### config.mk
export PLATFORM = sky130hd
export DESIGN_NAME = matrix_uart_printer
export DESIGN_NICKNAME = d
export VERILOG_FILES = /design/src/rtl/matrix_uart_printer.sv
export SDC_FILE = /design/constraint.sdc
export NUM_CORES = 1
export LEC_CHECK = 0
export CORE_MARGIN = 5
export CORE_UTILIZATION = 45
export DETAILED_ROUTE_END_ITERATION = 6
export MAX_ROUTING_LAYER = met4
export PLACE_DENSITY_LB_ADDON = 0.25
export SYNTH_ARGS = -nofsm -noshare
export SYNTH_HDL_FRONTEND = slang
export SYNTH_SLANG_ARGS = --single-unit
export TNS_END_PERCENT = 10
### constraint.sdc
create_clock -name clk -period 2.99 [get_ports clk]
set_clock_uncertainty 0.1 [all_clocks]
set_input_delay 0.7475 -clock clk [delete_from_list [all_inputs] [get_ports clk]]
set_output_delay 0.7475 -clock clk [all_outputs]
set_load 0.01 [all_outputs]
### src/rtl/matrix_uart_printer.sv
// matrix_uart_printer: prints an m x n byte matrix as decimal ASCII rows over 8N1 UART.
// Define PRINT_HEADER_EN to prefix each valid print with an "m n\r\n" header line.
module matrix_uart_printer #(
    parameter int CLK_FREQ  = 100000000,
    parameter int BAUD_RATE = 115200
) (
    input  logic       clk,
    input  logic       rst,
    input  logic       start,
    input  logic [2:0] dim_m,
    input  logic [2:0] dim_n,
    output logic       rd_en,
    output logic [4:0] rd_addr,
    input  logic [7:0] rd_data,
    output logic       uart_tx,
    output logic       busy,
    output logic       done
);
    localparam int BIT_CYC = CLK_FREQ / BAUD_RATE;
    localparam int CW = (BIT_CYC > 1) ? $clog2(BIT_CYC) : 1;
    localparam logic [CW-1:0] LAST_CYC = CW'(BIT_CYC - 1);

    typedef enum logic [3:0] {
        IDLE,
        FETCH,
        WAIT,
        CONV,
        TX_DIGIT,
        TX_SEP,
        TX_CR,
        TX_LF,
        FINISH
`ifdef PRINT_HEADER_EN
        , TX_HDR
`endif
    } state_t;

    state_t state, state_n;

    logic [2:0] m_r, n_r, row, col;
    logic [4:0] addr;
    logic [7:0] val;
    logic [3:0] d2, d1, d0, cur_dig;
    logic [1:0] dig_idx;
    logic       dims_ok, last_col, last_row;
    logic       accept, next_elem, next_row, dig_step;

    logic          tx_active, tx_ready, tx_load;
    logic [7:0]    tx_byte;
    logic [9:0]    frame;
    logic [CW-1:0] bit_cyc;
    logic [3:0]    bit_idx;

`ifdef PRINT_HEADER_EN
    logic [2:0] hdr_idx;
    logic [7:0] hdr_byte;
    logic       hdr_step;
`endif

    assign dims_ok  = (dim_m != 3'd0) && (dim_m <= 3'd5) &&
                      (dim_n != 3'd0) && (dim_n <= 3'd5);
    assign last_col = (col == n_r - 3'd1);
    assign last_row = (row == m_r - 3'd1);
    assign cur_dig  = (dig_idx == 2'd2) ? d2 :
                      (dig_idx == 2'd1) ? d1 : d0;
    assign tx_ready = !tx_active;
    assign rd_addr  = addr;

`ifdef PRINT_HEADER_EN
    // Header byte sequence: m digit, space, n digit, CR, LF.
    always_comb begin
        case (hdr_idx)
            3'd0:    hdr_byte = {5'b00110, m_r};
            3'd1:    hdr_byte = 8'h20;
            3'd2:    hdr_byte = {5'b00110, n_r};
            3'd3:    hdr_byte = 8'h0D;
            default: hdr_byte = 8'h0A;
        endcase
    end
`endif

    // State register.
    always_ff @(posedge clk) begin
        if (rst) state <= IDLE;
        else     state <= state_n;
    end

    // Next-state and control strobes; the next element is fetched while
    // the separator or LF frame is still shifting out, keeping gaps short.
    always_comb begin
        state_n   = state;
        rd_en     = 1'b0;
        done      = 1'b0;
        tx_load   = 1'b0;
        tx_byte   = 8'h00;
        accept    = 1'b0;
        next_elem = 1'b0;
        next_row  = 1'b0;
        dig_step  = 1'b0;
`ifdef PRINT_HEADER_EN
        hdr_step  = 1'b0;
`endif
        unique case (state)
            IDLE: if (start) begin
                accept = 1'b1;
`ifdef PRINT_HEADER_EN
                state_n = dims_ok ? TX_HDR : FINISH;
`else
                state_n = dims_ok ? FETCH : FINISH;
`endif
            end
            FETCH: begin
                rd_en   = 1'b1;
                state_n = WAIT;
            end
            WAIT: state_n = CONV;
            CONV: state_n = TX_DIGIT;
            TX_DIGIT: if (tx_ready) begin
                tx_load = 1'b1;
                tx_byte = {4'h3, cur_dig};
                if (dig_idx == 2'd0) state_n = last_col ? TX_CR : TX_SEP;
                else                 dig_step = 1'b1;
            end
            TX_SEP: if (tx_ready) begin
                tx_load   = 1'b1;
                tx_byte   = 8'h20;
                next_elem = 1'b1;
                state_n   = FETCH;
            end
            TX_CR: if (tx_ready) begin
                tx_load = 1'b1;
                tx_byte = 8'h0D;
                state_n = TX_LF;
            end
            TX_LF: if (tx_ready) begin
                tx_load = 1'b1;
                tx_byte = 8'h0A;
                if (last_row) begin
                    state_n = FINISH;
                end else begin
                    next_row = 1'b1;
                    state_n  = FETCH;
                end
            end
            FINISH: if (tx_ready) begin
                done    = 1'b1;
                state_n = IDLE;
            end
`ifdef PRINT_HEADER_EN
            TX_HDR: if (tx_ready) begin
                tx_load = 1'b1;
                tx_byte = hdr_byte;
                if (hdr_idx == 3'd4) state_n = FETCH;
                else                 hdr_step = 1'b1;
            end
`endif
            default: state_n = IDLE;
        endcase
        if (rst) begin
            rd_en = 1'b0;
            done  = 1'b0;
        end
    end

    // Datapath: latched dimensions, element position, value and its digits.
    always_ff @(posedge clk) begin
        if (rst) begin
            m_r     <= 3'd0;
            n_r     <= 3'd0;
            row     <= 3'd0;
            col     <= 3'd0;
            addr    <= 5'd0;
            val     <= 8'd0;
            d2      <= 4'd0;
            d1      <= 4'd0;
            d0      <= 4'd0;
            dig_idx <= 2'd0;
            busy    <= 1'b0;
`ifdef PRINT_HEADER_EN
            hdr_idx <= 3'd0;
`endif
        end else begin
            if (accept) begin
                m_r  <= dim_m;
                n_r  <= dim_n;
                row  <= 3'd0;
                col  <= 3'd0;
                addr <= 5'd0;
                busy <= dims_ok;
`ifdef PRINT_HEADER_EN
                hdr_idx <= 3'd0;
`endif
            end
            if (state == WAIT) val <= rd_data;
            if (state == CONV) begin
                d2      <= 4'(val / 8'd100);
                d1      <= 4'((val / 8'd10) % 8'd10);
                d0      <= 4'(val % 8'd10);
                dig_idx <= (val >= 8'd100) ? 2'd2 :
                           (val >= 8'd10)  ? 2'd1 : 2'd0;
            end
            if (dig_step) dig_idx <= dig_idx - 2'd1;
            if (next_elem) begin
                addr <= addr + 5'd1;
                col  <= col + 3'd1;
            end
            if (next_row) begin
                addr <= addr + 5'd1;
                row  <= row + 3'd1;
                col  <= 3'd0;
            end
            if (done) busy <= 1'b0;
`ifdef PRINT_HEADER_EN
            if (hdr_step) hdr_idx <= hdr_idx + 3'd1;
`endif
        end
    end

    // UART shifter: start, 8 data bits LSB first, stop; each bit BIT_CYC cycles.
    always_ff @(posedge clk) begin
        if (rst) begin
            tx_active <= 1'b0;
            uart_tx   <= 1'b1;
            frame     <= 10'h3FF;
            bit_cyc   <= '0;
            bit_idx   <= 4'd0;
        end else if (tx_load) begin
            tx_active <= 1'b1;
            uart_tx   <= 1'b0;
            frame     <= {1'b1, tx_byte, 1'b0};
            bit_cyc   <= '0;
            bit_idx   <= 4'd0;
        end else if (tx_active) begin
            if (bit_cyc == LAST_CYC) begin
                bit_cyc <= '0;
                if (bit_idx == 4'd9) begin
                    tx_active <= 1'b0;
                    uart_tx   <= 1'b1;
                end else begin
                    bit_idx <= bit_idx + 4'd1;
                    uart_tx <= frame[1];
                    frame   <= {1'b1, frame[9:1]};
                end
            end else begin
                bit_cyc <= bit_cyc + CW'(1);
            end
        end
    end

endmodule

==> results.sh, run 1 <==
export IMPL_seq_area_frac_synth_pct=32.7
export IMPL_arrival_ns=2.01
export IMPL_io_pins=26
export IMPL_worstSetupStartpoint="state[0]"
export IMPL_ys_ff_latch=66
export IMPL_synth_flop_cell="dfxtp_1"
export IMPL_finalSetupTns_ns=0
export IMPL_cts_tree="yes"
export IMPL_async_flop_share_pct=0
export IMPL_ctsHoldBuffers=0
export IMPL_drc=0
export IMPL_grt_met2_usage_pct=25.5
export IMPL_setup_viol=0
export IMPL_nNetsFinal=558
export IMPL_root_buffer="clkbuf_8"
export IMPL_yosysMostFrequentCell="nand2_1"
export IMPL_timing_final_max_slew_violations=0
export IMPL_ys_types=70
export IMPL_grt_util_met3_pct=5.06
export IMPL_clkLatencyLatePin_ns=0.35
export IMPL_grt_busiest_layer="met2"
export IMPL_htreeDepth=3
export IMPL_reg2reg_to="d1[2]"
export IMPL_core_region_area_sq_mm=0.00872
export IMPL_wl_per_cell_um=14.1
export IMPL_synth_top_area_share_pct=32.7
export IMPL_cap_violations=0
export IMPL_hold_violations=0
export IMPL_end_kind="output pin"
export IMPL_critical_path_required_ns=2.14
export IMPL_clk_pin_slew_ns=0.07
export IMPL_synthesis_nets=533
export IMPL_cts_buffers=9
export IMPL_cts_setup_buffers=0
export IMPL_path_class="reg -> out"
export IMPL_clockBufferDepth=2
export IMPL_rsz0062_at_grt="yes"
export IMPL_drt_initial_drc_count=294
export IMPL_gp_congestion=0.847
export IMPL_syn_avg_cell_area_sq_um=8.05
export IMPL_fmax_mhz=350
export IMPL_period_share_pct=95.7
export IMPL_syn_cell_area_sq_mm=0.00404
export IMPL_max_slew_margin_rel_pct=43.1
export IMPL_utilization_pct=52.5
export IMPL_setup_slack_ns=0.129
export IMPL_holdPathStages=2
export IMPL_num_vias=3509
export IMPL_ff2ff_setup_slack_ns=0.24
export IMPL_period_needed_ns=2.86
export IMPL_hpwl_um=6500
export IMPL_hp_class="reg -> reg"
export IMPL_clock_sinks=66
export IMPL_io_buffers=25
export IMPL_synth_area_top_cells="dfxtp_1, nand2_1, nor2_1"
export IMPL_first_pass_iters=4
export IMPL_grt_overflow_total=0
export IMPL_vdd_drop_max_uv=276
export IMPL_p_leak_nw=1.65
export IMPL_outcome="completed"
export IMPL_grtUsageTotal_pct=17.2
export IMPL_powerDensity_mw_per_mm2=433
export IMPL_crit_end="done"
export IMPL_grt_max_degree=51
export IMPL_grt_pass1_wl_um=15600
export IMPL_yosys_area_top_type="dfxtp_1"
export IMPL_die_y_um=105
export IMPL_row_count=34
export IMPL_drive_above_1_share_pct=11.5
export IMPL_pre_cts_ws_ns=0.191
export IMPL_dieArea_sq_mm=0.0110
export IMPL_viasPerCell=5.47
export IMPL_area_delta_synth_final_pct=13.4
export IMPL_critPathMaxFanout=6
export IMPL_die_w_um=105
export IMPL_syn_instance_count=502
export IMPL_yosysWarnings=0
export IMPL_grtUsageMet1_pct=23.3
export IMPL_first_global_vias=3325
export IMPL_worst_pin_slew_ns=0.848
export IMPL_initial_core_util_pct=46.3
export IMPL_routed_wl_um=9010
export IMPL_synth_edf_count=0
export IMPL_postRouteAntennaNets=0
export IMPL_r2r_cells=10
export IMPL_antenna_found_initial=1
export IMPL_reg2reg_from="val[4]"
export IMPL_start_kind="flip-flop"
export IMPL_hold_slack_ns=0.356
export IMPL_ys_top_cells_by_count="nand2_1, dfxtp_1, nor2_1"
==> per-layer routing <==
| layer | vias up | share of wire [%] |
|---|---|---|
| met4 | 0 | 0.89 |
| met5 | - | 0 |
| met2 | 49 | 45 |
| li1 | 1834 | - |
| met1 | 1619 | 51 |
| met3 | 7 | 3.6 |
==> through the flow <==
stage / std cells / area, sq um / total power [mW]
floorplan: 502 / 4040 / 1.10
global placement: 624 / 4350 / 1.17
detailed placement: 624 / 4350 / 1.17
CTS: 640 / 4570 / 2.00
global route: 641 / 4580 / 2.08
finish: 641 / 4580 / 1.98
==> logic make-up after synthesis <==
group	Yosys count	synth area share [%]
XOR/XNOR	24	5.55
buffers and inverters	47	7.13
AND/OR/NAND/NOR	207	24.5
AO/OA/AOI/OAI	125	21.0
flip-flops	66	32.7
adder cells (fa/ha/maj)	15	4.58
multiplexers	18	4.49
==> cell usage in the layout, fill, tap and decap left out, types with 9 or more instances in the layout <==
| cell | count |
|---|---|
| nand2b_1 | 10 |
| nor2_1 | 54 |
| nor3_1 | 15 |
| ha_1 | 14 |
| nand3_1 | 16 |
| clkdlybuf4s50_1 | 24 |
| nand2_1 | 68 |
| dfxtp_1 | 64 |
| xor2_1 | 14 |
| inv_1 | 15 |
| o21ai_0 | 22 |
| clkbuf_8 | 9 |
| xnor2_1 | 9 |
| a21oi_1 | 39 |
| mux2i_1 | 17 |
| buf_4 | 21 |
==> timing repair <==
| action | 4_1_cts | 5_1_grt |
|---|---|---|
| setup endpoints to repair | 0 | 3 |
| hold endpoints to repair | 0 | 0 |
| resized for setup | 0 | 3 |
==> critical path, stage by stage (launching register included) <==
cell and delay, ns:
dfxtp_1 0.32, or2_2 0.38, nor2_2 0.15, nand2_1 0.11
nor3_1 0.15, clkdlybuf4s50_1 0.56
==> worst min path at each step <==
stage                     startpoint    end  slack [ns]
after floorplan                d1[2]  d1[2]        0.33
after global placement         d2[0]  d2[0]        0.34
after detailed placement       d2[0]  d2[0]        0.35
after CTS                      d2[0]  d2[0]        0.36
after global routing           d2[0]  d2[0]        0.38
final                          d2[0]  d2[0]        0.36
==> flip-flops by register name, summed over array words and instances (netlist names), 2 cells and up <==
register and cells:
dig_idx 2, d2 2, frame 8, n_r 3
col 3, d1 4, bit_idx 4, m_r 3
bit_cyc 10, rd_addr 5, d0 4, row 3
state 4, val 8
==> cell type report <==
cell class | count | area [sq um]
antenna | 1 | 2.50
clock buffer | 10 | 128
fill | 828 | 4140
inverter | 15 | 56.3
multi-input combinational | 389 | 2440
sequential | 66 | 1320
timing repair buffer | 46 | 403
tap | 108 | 135
clock inverter | 6 | 91.3
==> power breakdown <==
group	switching (mW)	internal (mW)	leakage, nW
combinational	0.139	0.106	1.01
sequential	0.0143	0.894	0.534
clock	0.356	0.472	0.110
(Power assumes the default switching activity.)
==> run 2, diff against run 1 <==
==> constraint.sdc (replaced) <==
create_clock -name clk -period 3.12 [get_ports clk]
set_clock_uncertainty 0.1 [all_clocks]
set_input_delay 0.78 -clock clk [delete_from_list [all_inputs] [get_ports clk]]
set_output_delay 0.78 -clock clk [all_outputs]
set_load 0.01 [all_outputs]
==> results.sh, run 2 (synthesized netlist as in run 1, its figures left out) <==
export IMPL_finalSetupTns_ns=0
export IMPL_hp_class="reg -> reg"
export IMPL_period_share_pct=95.0
export IMPL_finalPower_mw=1.92
export IMPL_crit_slowest_cell="clkdlybuf4s50_1"
export IMPL_htreeDepth=3
export IMPL_hpwl_um=6390
export IMPL_worstSetupStartpoint="state[1]"
export IMPL_r2r_cells=10
export IMPL_drive_above_1_share_pct=10.5
export IMPL_initial_core_util_pct=46.3
export IMPL_outcome="completed"
export IMPL_powerDensity_mw_per_mm2=422
export IMPL_fmax_mhz=337
export IMPL_final_cell_mix="nand2_1, dfxtp_1, nor2_1"
export IMPL_rsz0062_at_grt="no"
export IMPL_wl_per_cell_um=14.2
export IMPL_path_class="reg -> out"
export IMPL_max_slew_margin_rel_pct=37.3
export IMPL_clockBufferDepth=2
export IMPL_setup_viol=0
export IMPL_setup_slack_ns=0.155
export IMPL_dieArea_sq_mm=0.0110
export IMPL_first_global_vias=3353
export IMPL_grt_met2_usage_pct=26.9
export IMPL_reg2reg_from="val[4]"
export IMPL_p_comb_share_pct=11.6
export IMPL_grtUsageTotal_pct=17.1
export IMPL_ff2ff_setup_slack_ns=0.36
export IMPL_vdd_drop_max_uv=318
export IMPL_holdPathStages=2
export IMPL_clkPwrFrac_pct=42.7
export IMPL_clkLatencyLatePin_ns=0.35
export IMPL_hold_violations=0
export IMPL_intPower_mw=1.43
export IMPL_die_w_um=105
export IMPL_viasPerCell=5.56
export IMPL_timing_final_max_slew_violations=0
export IMPL_reg_largest_list="bit_cyc: 10 flops, frame: 8 flops, val: 8 flops"
export IMPL_p_leak_nw=1.62
export IMPL_critPathMaxFanout=11
export IMPL_area_delta_synth_final_pct=12.4
export IMPL_crit_end="done"
export IMPL_swShare_pct=25.5
export IMPL_place_inst=617
export IMPL_core_region_area_sq_mm=0.00872
export IMPL_cts_setup_buffers=0
export IMPL_hold_slack_ns=0.352
export IMPL_cts_tree="yes"
export IMPL_critical_path_required_ns=2.24
export IMPL_num_vias=3524
export IMPL_regMostFlops="bit_cyc"
export IMPL_end_kind="output pin"
export IMPL_largest_reg_flops=10
export IMPL_clock_sinks=66
export IMPL_nNetsFinal=551
export IMPL_crit_chain="or2_2 > nor2_2 > nand2_1 > nor3_2 > clkdlybuf4s50_1"
export IMPL_start_kind="flip-flop"
export IMPL_io_buffers=25
export IMPL_period_needed_ns=2.97
export IMPL_pre_cts_ws_ns=0.293
export IMPL_die_y_um=105
export IMPL_grt_busiest_layer="met2"
export IMPL_grt_util_met3_pct=3.95
export IMPL_cts_buffers=9
export IMPL_routed_wl_um=9020
export IMPL_clk_pin_slew_ns=0.08
export IMPL_crit_buf_inv=1
export IMPL_ctsHoldBuffers=0
export IMPL_grtUsageMet1_pct=22.0
export IMPL_final_common_cell="nand2_1"
export IMPL_reg2reg_to="d1[2]"
export IMPL_p_seq_share_pct=45.7
export IMPL_worst_pin_slew_ns=0.933
export IMPL_first_pass_iters=4
export IMPL_stdcell_count=634
export IMPL_arrival_ns=2.09
export IMPL_grt_overflow_total=0
export IMPL_grt_max_degree=51
export IMPL_io_pins=26
export IMPL_antenna_found_initial=1
export IMPL_drc=0
export IMPL_switchingPower_mw=0.489
export IMPL_drt_initial_drc_count=216
export IMPL_cp_depth=5
export IMPL_cp_top_family="simple AND/OR/NAND/NOR gates"
export IMPL_cap_violations=0
export IMPL_row_count=34
export IMPL_gp_congestion=0.900
export IMPL_postRouteAntennaNets=0
export IMPL_root_buffer="clkbuf_8"
export IMPL_grt_pass1_wl_um=15500
export IMPL_cp_slowest_stage_delay_ns=0.55
[run 2: what timing repair did]
item                       in CTS  in global routing
resized for setup               1                  2
pin swaps                       0                  0
setup endpoints to repair       1                  1
[run 2: how the worst min path moves through the flow]
stage | start | endpoint | slack, ns
final | d1[0] | d1[0] | 0.35
after global routing | n_r[1] | n_r[1] | 0.38
after CTS | d2[0] | d2[0] | 0.36
after detailed placement | d2[0] | d2[0] | 0.35
after global placement | d1[0] | d1[0] | 0.34
after floorplan | d1[2] | d1[2] | 0.33
[run 2: through the flow]
stage	utilization, %	instance area [sq um]
2_1_floorplan	-	4040
5_1_grt	52.0	4540
3_5_place_dp	49.3	4300
3_3_place_gp	49.3	4300
6_report	52.0	4540
4_1_cts	51.9	4530
[run 2: worst min-delay path: cells and delay by family, from the launching register on]
| kind | cells | cell delay [ns] |
|---|---|---|
| simple gates | 1 | 0.05 |
| compound gates | 1 | 0.05 |
| flops | 1 | 0.31 |
[run 2: power groups by stage]
stage | sequential, mW | combinational, mW | clock [mW]
final | 0.876 | 0.222 | 0.818
after global routing | 0.879 | 0.246 | 0.873
after CTS | 0.876 | 0.221 | 0.831
after detailed placement | 0.896 | 0.219 | 0
after global placement | 0.895 | 0.216 | 0
after floorplan | 0.886 | 0.166 | 0
[run 2: cell type report]
type	count	area [sq um]
clock inverters	6	90.1
repair buffers	39	350
diodes	1	2.50
multi-input cells	389	2440
fillers	857	4180
inverters	15	56.3
well taps	108	135
flip-flops and latches	66	1320
clock buffers	10	138
[run 2: metal layers]
layer | vias to the layer above | routed length, um
li1 | 1814 | -
met1 | 1637 | 4400
met2 | 64 | 4200
met3 | 9 | 336
met4 | 0 | 88
met5 | - | 0
==> run 3, diff against run 2 <==
--- a/config.mk
+++ b/config.mk
@@ -5,11 +5,14 @@
 export SDC_FILE = /design/constraint.sdc
 export NUM_CORES = 1
 export LEC_CHECK = 0
+export CAP_MARGIN = 15
+export CORE_ASPECT_RATIO = 0.5
 export CORE_MARGIN = 5
 export CORE_UTILIZATION = 45
 export DETAILED_ROUTE_END_ITERATION = 6
 export MAX_ROUTING_LAYER = met4
 export PLACE_DENSITY_LB_ADDON = 0.25
+export SLEW_MARGIN = 20
 export SYNTH_ARGS = -nofsm -noshare
 export SYNTH_HDL_FRONTEND = slang
 export SYNTH_SLANG_ARGS = --single-unit
==> results.sh, run 3 (synthesized netlist as in run 1, its figures left out) <==
export IMPL_outcome="completed"
export IMPL_num_vias=3458
export IMPL_antenna_found_initial=0
export IMPL_timing_final_max_slew_violations=0
export IMPL_r2r_cells=10
export IMPL_p_leak_nw=1.68
export IMPL_reg_largest_list="bit_cyc: 10 flops, frame: 8 flops, val: 8 flops"
export IMPL_gp_congestion=0.871
export IMPL_die_y_um=77.0
export IMPL_place_inst=632
export IMPL_powerDensity_mw_per_mm2=453
export IMPL_drt_initial_drc_count=179
export IMPL_drc=0
export IMPL_die_w_um=144
export IMPL_met3_wirelength_um=277
export IMPL_ctsHoldBuffers=0
export IMPL_cap_violations=0
export IMPL_vdd_drop_max_uv=317
export IMPL_hpwl_um=6340
export IMPL_drive_above_1_share_pct=10.7
export IMPL_crit_chain="or2_2 > nor2_1 > nand2_1 > nor3_1 > clkdlybuf4s50_1"
export IMPL_htreeDepth=3
export IMPL_final_common_cell="nand2_1"
export IMPL_clockBufferDepth=2
export IMPL_grt_max_degree=35
export IMPL_area_delta_synth_final_pct=15.3
export IMPL_nNetsFinal=557
export IMPL_final_cell_mix="nand2_1, dfxtp_1, nor2_1"
export IMPL_arrival_ns=2.04
export IMPL_diodes=0
export IMPL_path_class="reg -> out"
export IMPL_root_buffer="clkbuf_16"
export IMPL_worst_pin_slew_ns=0.577
export IMPL_grtUsageTotal_pct=16.5
export IMPL_met1Wirelength_um=4460
export IMPL_end_kind="output pin"
export IMPL_routed_wl_um=8720
export IMPL_cp_depth=5
export IMPL_crit_slowest_cell="clkdlybuf4s50_1"
export IMPL_cts_resized=0
export IMPL_row_count=24
export IMPL_postRouteAntennaNets=0
export IMPL_max_slew_margin_rel_pct=61.5
export IMPL_critPathMaxFanout=6
export IMPL_rsz0062_at_grt="no"
export IMPL_largest_reg_flops=10
export IMPL_initial_core_util_pct=46.2
export IMPL_cp_top_family="simple AND/OR/NAND/NOR gates"
export IMPL_io_buffers=25
export IMPL_utilization_pct=53.3
export IMPL_clk_pin_slew_ns=0.06
export IMPL_finalSetupTns_ns=0
export IMPL_clock_sinks=66
export IMPL_period_share_pct=93.6
export IMPL_setup_viol=0
export IMPL_core_region_area_sq_mm=0.00874
export IMPL_grt_pass1_wl_um=14900
export IMPL_regMostFlops="bit_cyc"
export IMPL_viasPerCell=5.34
export IMPL_clkLatencyLatePin_ns=0.33
export IMPL_holdPathStages=2
export IMPL_critical_path_required_ns=2.24
export IMPL_routed_top_layer="met4"
export IMPL_dieArea_sq_mm=0.0111
export IMPL_met2WireLength_um=3890
export IMPL_stdcell_count=648
export IMPL_crit_buf_inv=1
export IMPL_cts_tree="yes"
export IMPL_hold_violations=0
export IMPL_io_pins=26
export IMPL_grt_overflow_total=0
export IMPL_hp_class="reg -> reg"
export IMPL_cts_setup_buffers=0
export IMPL_period_needed_ns=2.92
export IMPL_cp_slowest_stage_delay_ns=0.56
export IMPL_start_kind="flip-flop"
export IMPL_first_global_vias=3185
export IMPL_wl_per_cell_um=13.5
export IMPL_first_pass_iters=4
export IMPL_fmax_mhz=342
export IMPL_cts_buffers=9
-- run 3: changes by cell type in the layout (fill, tap and decap cells not counted), moves of 2 or more --
| cell | previous run | this run |
|---|---|---|
| buf_4 | 14 | 20 |
| clkbuf_1 | 0 | 2 |
| clkbuf_16 | 0 | 9 |
| clkbuf_8 | 10 | 1 |
-- run 3: layout make-up --
class | count | area, sq um
tap | 117 | 146
sequential | 66 | 1320
timing repair buffer | 45 | 395
inverter | 15 | 56.3
fill | 839 | 4080
clock inverter | 4 | 51.3
clock buffer | 12 | 246
multi-input combinational | 389 | 2440
-- run 3: final timing paths --
check,startpoint,endpoint,slack (ns)
worst min-delay path,d0[0],d0[0],0.35
worst max-delay path,state[0],done,0.20
worst min register to register,d0[0],d0[0],0.35
worst max register to register,val[4],d1[2],0.31
-- run 3: stage by stage --
step	power [mW]	instance area (sq um)	worst slack [ns]	hold slack, ns
floorplan	1.05	4040	0.502	0.332
global placement	1.12	4360	0.373	0.345
detailed placement	1.12	4360	0.316	0.349
CTS	2.13	4650	0.199	0.357
global route	2.20	4660	0.0513	0.379
finish	2.11	4660	0.200	0.354
-- run 3: per-layer routing --
layer  vias to the layer above  GRT usage (%)
met1                      1582           22.3
met4                         0           4.14
met2                        49           25.2
met5                         -              -
met3                         8           3.73
li1                       1819              -
-- run 3: worst min-delay path, cell delays in order (launching register included) --
cell and delay, ns:
dfxtp_1 0.31, nand2_1 0.05, a21oi_1 0.05
-- run 3: power breakdown --
| group | switching (mW) | leakage, nW | internal [mW] | total [mW] |
|---|---|---|---|---|
| clock | 0.365 | 0.143 | 0.640 | 1.01 |
| sequential | 0.0181 | 0.533 | 0.858 | 0.877 |
| combinational | 0.125 | 1.00 | 0.102 | 0.227 |
